`config.mk`:
```
export PLATFORM = sky130hd
export DESIGN_NAME = dmem_arbiter
export DESIGN_NICKNAME = d
export VERILOG_FILES = /design/src/rtl/dmem_arbiter_pkg.sv /design/src/rtl/dmem_arbiter_rr_pick2.sv /design/src/rtl/dmem_arbiter.sv
export SDC_FILE = /design/constraint.sdc
export NUM_CORES = 1
export LEC_CHECK = 0
export ABC_AREA = 1
export BUFFER_PORTS_ARGS = -buffer_cell sky130_fd_sc_hd__buf_4
export CORE_UTILIZATION = 47
export CTS_BUF_LIST = sky130_fd_sc_hd__clkbuf_16
export DETAILED_ROUTE_END_ITERATION = 12
export GPL_TIMING_DRIVEN = 0
export PLACE_DENSITY_LB_ADDON = 0.3
export SYNTH_ARGS = -nofsm -noshare
export SYNTH_HDL_FRONTEND = slang
export SYNTH_SLANG_ARGS = --single-unit
```
`constraint.sdc`:
```
create_clock -name clk -period 4.4 [get_ports clk]
set_input_delay 0.66 -clock clk [delete_from_list [all_inputs] [get_ports clk]]
set_output_delay 0.66 -clock clk [all_outputs]
set_load 0.02 [all_outputs]
```
`src/rtl/dmem_arbiter_pkg.sv`:
```
// Shared encodings for the data-memory arbiter: FSM states and requester ids.
// Used by dmem_arbiter and rr_pick2.
package dmem_arbiter_pkg;

  typedef enum logic [1:0] {
    ST_IDLE  = 2'd0,
    ST_BUSY0 = 2'd1,
    ST_BUSY1 = 2'd2
  } arb_state_e;

  localparam logic REQ_CPU = 1'b0;
  localparam logic REQ_DBG = 1'b1;

  function automatic arb_state_e busy_state(input logic id);
    return (id == REQ_DBG) ? ST_BUSY1 : ST_BUSY0;
  endfunction

endpackage

```
`src/rtl/dmem_arbiter_rr_pick2.sv`:
```
// Combinational 2-way round-robin picker. While an owner is active,
// only the owner can be granted.
module rr_pick2
  import dmem_arbiter_pkg::*;
(
  input  logic [1:0] eligible,
  input  logic       rr_ptr,
  input  logic       owner_valid,
  input  logic       owner_id,
  output logic       grant_valid,
  output logic       grant_id
);

  logic [1:0] masked;

  always_comb begin
    masked = eligible;
    if (owner_valid) begin
      masked = eligible & ((owner_id == REQ_DBG) ? 2'b10 : 2'b01);
    end
    grant_valid = |masked;
    case (masked)
      2'b01:   grant_id = REQ_CPU;
      2'b10:   grant_id = REQ_DBG;
      2'b11:   grant_id = rr_ptr;
      default: grant_id = REQ_CPU;
    endcase
  end

endmodule

```
`src/rtl/dmem_arbiter.sv`:
```
// Two-port round-robin arbiter in front of a single-port data memory.
// Optional ownership locking is enabled with DMEM_ARB_LOCK_EN.
module dmem_arbiter
  import dmem_arbiter_pkg::*;
#(
  parameter int unsigned S = 32,
  parameter int unsigned L = 256,
  localparam int unsigned AW = $clog2(L)
) (
  input  logic          clk,
  input  logic          reset,
  input  logic          req0,
  input  logic          req1,
  input  logic          we0,
  input  logic          we1,
  input  logic [AW-1:0] addr0,
  input  logic [AW-1:0] addr1,
  input  logic [S-1:0]  wdata0,
  input  logic [S-1:0]  wdata1,
  output logic          ack0,
  output logic          ack1,
  output logic [S-1:0]  rdata0,
  output logic [S-1:0]  rdata1,
  output logic [AW-1:0] mem_a,
  output logic [S-1:0]  mem_din,
  input  logic [S-1:0]  mem_dout,
  output logic          mem_mread,
  output logic          mem_mwrite,
`ifdef DMEM_ARB_LOCK_EN
  input  logic          lock0,
  input  logic          lock1,
`endif
  output logic          busy
);

  arb_state_e    state;
  logic          rr_ptr;
  logic          owner_valid;
  logic          owner_id;
  logic [AW-1:0] cmd_addr;
  logic [S-1:0]  cmd_wdata;
  logic          cmd_we;
  logic          cmd_lock;

  logic [1:0]    eligible;
  logic          grant_valid;
  logic          grant_id;
  logic          win_we;
  logic          win_lock;
  logic [AW-1:0] win_addr;
  logic [S-1:0]  win_wdata;
  logic          srv;

  // A requester in its ack cycle is still holding req; it must not be re-served.
  assign eligible = {req1 & ~ack1, req0 & ~ack0};

  rr_pick2 u_pick (
    .eligible    (eligible),
    .rr_ptr      (rr_ptr),
    .owner_valid (owner_valid),
    .owner_id    (owner_id),
    .grant_valid (grant_valid),
    .grant_id    (grant_id)
  );

  always_comb begin
    win_we    = we0;
    win_addr  = addr0;
    win_wdata = wdata0;
    if (grant_id == REQ_DBG) begin
      win_we    = we1;
      win_addr  = addr1;
      win_wdata = wdata1;
    end
`ifdef DMEM_ARB_LOCK_EN
    win_lock = (grant_id == REQ_DBG) ? lock1 : lock0;
`else
    win_lock = 1'b0;
`endif
  end

  assign srv     = (state == ST_BUSY1) ? REQ_DBG : REQ_CPU;
  assign mem_a   = cmd_addr;
  assign mem_din = cmd_wdata;
  assign busy    = (state != ST_IDLE);

  always_ff @(posedge clk or posedge reset) begin
    if (reset) begin
      state       <= ST_IDLE;
      rr_ptr      <= 1'b0;
      owner_valid <= 1'b0;
      owner_id    <= 1'b0;
      cmd_addr    <= '0;
      cmd_wdata   <= '0;
      cmd_we      <= 1'b0;
      cmd_lock    <= 1'b0;
      mem_mread   <= 1'b0;
      mem_mwrite  <= 1'b0;
      ack0        <= 1'b0;
      ack1        <= 1'b0;
      rdata0      <= '0;
      rdata1      <= '0;
    end else begin
      ack0 <= 1'b0;
      ack1 <= 1'b0;
      case (state)
        ST_IDLE: begin
          if (grant_valid) begin
            cmd_addr   <= win_addr;
            cmd_wdata  <= win_wdata;
            cmd_we     <= win_we;
            cmd_lock   <= win_lock;
            mem_mwrite <= win_we;
            mem_mread  <= ~win_we;
            state      <= busy_state(grant_id);
          end
        end
        ST_BUSY0, ST_BUSY1: begin
          mem_mread  <= 1'b0;
          mem_mwrite <= 1'b0;
          if (srv == REQ_DBG) begin
            ack1 <= 1'b1;
            if (!cmd_we) rdata1 <= mem_dout;
          end else begin
            ack0 <= 1'b1;
            if (!cmd_we) rdata0 <= mem_dout;
          end
          // A locked completion keeps (or takes) ownership and freezes rr_ptr.
          owner_valid <= cmd_lock;
          owner_id    <= srv;
          if (!cmd_lock) rr_ptr <= ~srv;
          state <= ST_IDLE;
        end
        default: state <= ST_IDLE;
      endcase
    end
  end

endmodule

```
== Word-level counts from Yosys, hierarchy flattened ==
Cells that the tools add are included.

* Bits in registers: 112
* Logic and storage cells: 48
* Output and inout port bits: 109
* Input port bits: 118

* Reduce and logical (&&, ||, !) cells: 9
* Equality and inequality tests: 5
* Bitwise logic cells: 7
* Muxes and demuxes: 16

{| class="wikitable"
|+ Operator list
! kind !! count
|-
| $mux 32 || 1
|-
| $mux 1 || 8
|-
| $mux 8 || 1
|-
| $eq 2x2->1 const B || 3
|-
| $mux 2 || 3
|-
| $pmux 1 s2 || 3
|-
| $reduce_and 3->1 || 2
|-
| $not 1->1 || 5
|-
| $reduce_and 2->1 || 2
|-
| $reduce_bool 2->1 || 2
|-
| $reduce_or 2->1 || 2
|-
| $and 1x1->1 || 2
|-
| $eq 2x1->1 const B || 1
|-
| $logic_not 2->1 || 1
|-
| $ne 2x2->1 const B || 1
|}

== Longest topological paths before layout ==
* Depth after elaboration: 8
* Depth in mapped cells: 9
* Gate-level depth less buffers: 8

== By module ==
From an unflattened synthesis, not the netlist that was laid out.

* Cell total of the unflattened synthesis: 594
* Area, all modules: 5,311.3 sq um

{| class="wikitable"
|+ By module, submodules not included
! module !! times used !! area an instance (sq um) !! seq. area each (sq um) !! cells each
|-
| dmem_arbiter || 1 || 5,283.8 || 2,827.7 || 587
|-
| rr_pick2 || 1 || 27.5 || 0.0 || 7
|}

== Worst setup path after synthesis ==
No wires, ideal clock.

* Kind: reg-to-output
* Start point: register state[0]
* End point: output port busy
* Buffers on the path: 0
* Arrival: 0.799 ns
* Cell stages (with the launch flop): 4
* Setup slack: 2.941 ns
* Required time: 3.740 ns
* Cell sequence: dfrtp_1 -> inv_1 -> ha_1 -> inv_1

* Longest elaborated chain between the ends: 1

{| class="wikitable"
|+ Ends and longest elaborated chain
! item !! RTL line !! source
|-
| start: declaration || dmem_arbiter.sv:36 || <nowiki>arb_state_e state;</nowiki>
|-
| start signal: assignment || dmem_arbiter.sv:115 || <nowiki>state <= busy_state(grant_id);</nowiki>
|-
| $reduce_bool 2->1 || dmem_arbiter.sv:85 || <nowiki>assign busy = (state != ST_IDLE);</nowiki>
|-
| end: declaration || dmem_arbiter.sv:33 || <nowiki>output logic busy</nowiki>
|}

No other way between the ends.

== Worst setup path in the final report ==
Same ends and word-level chain as after synthesis.

==> results_dict.tcl <==
set metrics [dict create \
    power.total_mw 5.57 \
    grt_pass1_wl_um 22100 \
    numPortBuffers 226 \
    cts_root_buf "clkbuf_16" \
    drive_gt1_share_pct 34.1 \
    coreArea_um2 9910 \
    arrival_ns 1.35 \
    drc 0 \
    dieWidth_um 104 \
    cts_tree "yes" \
    antenna_found_initial 0 \
    via_per_inst 4.83 \
    skew_ns 0.00476 \
    reg2reg_depth 6 \
    place_ws_ns 2.69 \
    grt_max_degree 65 \
    overflow 0 \
    syn_area_per_cell_um2 8.41 \
    syn_nets 702 \
    maxSlewHeadroom_pct 58.0 \
    cp-end-kind "output port" \
    io-pin-count 227 \
    synth.cell_area_um2 4890 \
    postCtsSetupRepairBufs 0 \
    slowest_stage "dfrtp_1" \
    critical_path_required_ns 3.74 \
    final_cell_mix "231 x buf_4, 194 x nand2_1, 112 x dfrtp_1" \
    grt_usage_pct 25.7 \
    postCtsHoldBufs 0 \
    drv_slew 0 \
    p_per_area_nw_per_um2 788 \
    grt_pass1_vias 4719 \
    wirelength_um 13400 \
    maxCapViolations 0 \
    nets 940 \
    hold_viol 0 \
    drt_first_pass_iters 4 \
    clk_pin_slew_ns 0.07 \
    cpMostUsedCell "inv_1" \
    report.final.setup_viol 0 \
    path_delay_family "flip-flops" \
    ys_ff_latch 112 \
    synth_cell_types 19 \
    wl_per_cell_um 14.0 \
    finalCritPeriodShare_pct 45.6 \
    syn_inst 581 \
    dieArea_um2 10800 \
    fin_crit_ns 2.01 \
    grt_setup_unrepaired "false" \
    critical_path_buf_inv_count 3 \
    timing.fmax_ghz 0.498 \
    die_h_um 104 \
    htree_levels 3 \
    crit_fanout 5 \
    critical_path_class "reg -> out" \
    hold_class "in -> async" \
    synth-warning-count 0 \
    worst_slack_ns 2.39 \
    drtAntennaViolNets 0 \
    tightest_slew_ns 0.631 \
    place_congestion 0.896 \
    startpoint_type "flop" \
    path_depth 4 \
    leakage_nw 3.95 \
    clock_path_buffers 2 \
    peakVddDrop_uv 474 \
    num_antenna_cells 0 \
    area_delta_synth_final_pct 44.6 \
    yosysSeqAreaShare_pct 57.3 \
    slowest_delay_ns 0.39 \
    crit_chain "inv_1 > ha_1 > inv_1 > buf_4" \
    cts_resized 0 \
    outcome "complete, no violations" \
    numCtsBuffers 9 \
    clock_latency_ns 0.34 \
    vias 4624 \
    rows 36 \
    layout_commonest_cell "buf_4" \
    clkSinkCount 112 \
    hpwl_um 10400 \
    initial_utilization_pct 49.3 \
    first_iter_violations 257 \
]
## cell type report
cell class / instances / area (µm²)
plain buffers: 29 / 191
clock buffers: 9 / 225
clock inverters: 7 / 62.6
fillers: 752 / 2840
inverters: 84 / 320
multi-input cells: 356 / 1580
flip-flops and latches: 112 / 2800
well taps: 133 / 166
repair buffers: 227 / 1720
## per-stage QoR
| step | util (%) | hold WS [ns] | setup TNS [ns] | cell area, µm² | std cells |
|---|---|---|---|---|---|
| floorplan | - | 0.491 | 0 | 4890 | 581 |
| global placement | 68.1 | 0.467 | -43.33 | 6750 | 940 |
| detailed placement | 68.4 | 0.473 | 0 | 6780 | 941 |
| CTS | 71.3 | 0.429 | 0 | 7070 | 957 |
| global route | 71.3 | 0.461 | 0 | 7070 | 957 |
| finish | 71.3 | 0.402 | 0 | 7070 | 957 |
## cell families (layout without fill, tap and decap cells)
family	count (synthesis)	after routing	share of synthesized area (%)
and+or+nand+nor	242	242	19.0
buffers and inverters	113	356	10.4
DFF	112	112	57.3
AOI/OAI and AO/OA	111	111	12.4
adders and majority gates	3	3	0.768
## power breakdown
group | switching (mW) | internal [mW] | leakage [nW] | total, mW
logic | 1.76 | 1.17 | 2.44 | 2.92
clock network | 0.359 | 0.436 | 0.136 | 0.795
registers | 0.295 | 1.55 | 1.37 | 1.85
## per-layer routing
layer	GRT usage, %	routed length (µm)
met5	0	0
met4	11.0	373
met3	6.89	1120
met2	44.3	6590
met1	30.1	5340
## registers in the layout (all words and copies together), names as in the netlist
signal	flops
mem_din	32
cmd_we	1
mem_a	8
ack1	1
rdata1	32
ack0	1
state	2
rdata0	32
mem_mread	1
mem_mwrite	1
rr_ptr	1
## worst reg2reg max path, cell delays in order (launching register included)
cell      delay [ns]
dfrtp_1         0.36
inv_1           0.08
ha_1            0.38
nand3_2         0.21
clkbuf_1        0.37
nand2_1         0.13
o21ai_0         0.13
## cell usage after synthesis
library cell,n,area [µm²]
ha_1,3,37.5
o21ai_0,69,345
inv_4,1,6.26
dfrtp_1,112,2800
o21ai_1,27,135
buf_2,9,45.0
clkbuf_1,8,30.0
nand2_2,2,12.5
buf_6,7,78.8
o211ai_1,2,15.0
o21ai_2,12,105
nand2_1,194,728
buf_4,5,37.5
inv_1,82,308
nand3_2,2,20.0
nor2_1,40,150
inv_2,1,3.75
nand3_1,4,20.0
o22ai_1,1,6.26
## path summary, 6_finish.rpt
kind,slack [ns],start,to
max,2.39,state[0],busy
min,0.40,reset,mem_din[26]
max reg2reg,2.66,state[0],rdata0[14]
min reg2reg,0.49,mem_a[0],mem_a[0]
max in group asynchronous,3.28,reset,rdata0[26]
min in group clk,0.49,mem_a[0],mem_a[0]
Power figures use the tool's default switching activity.
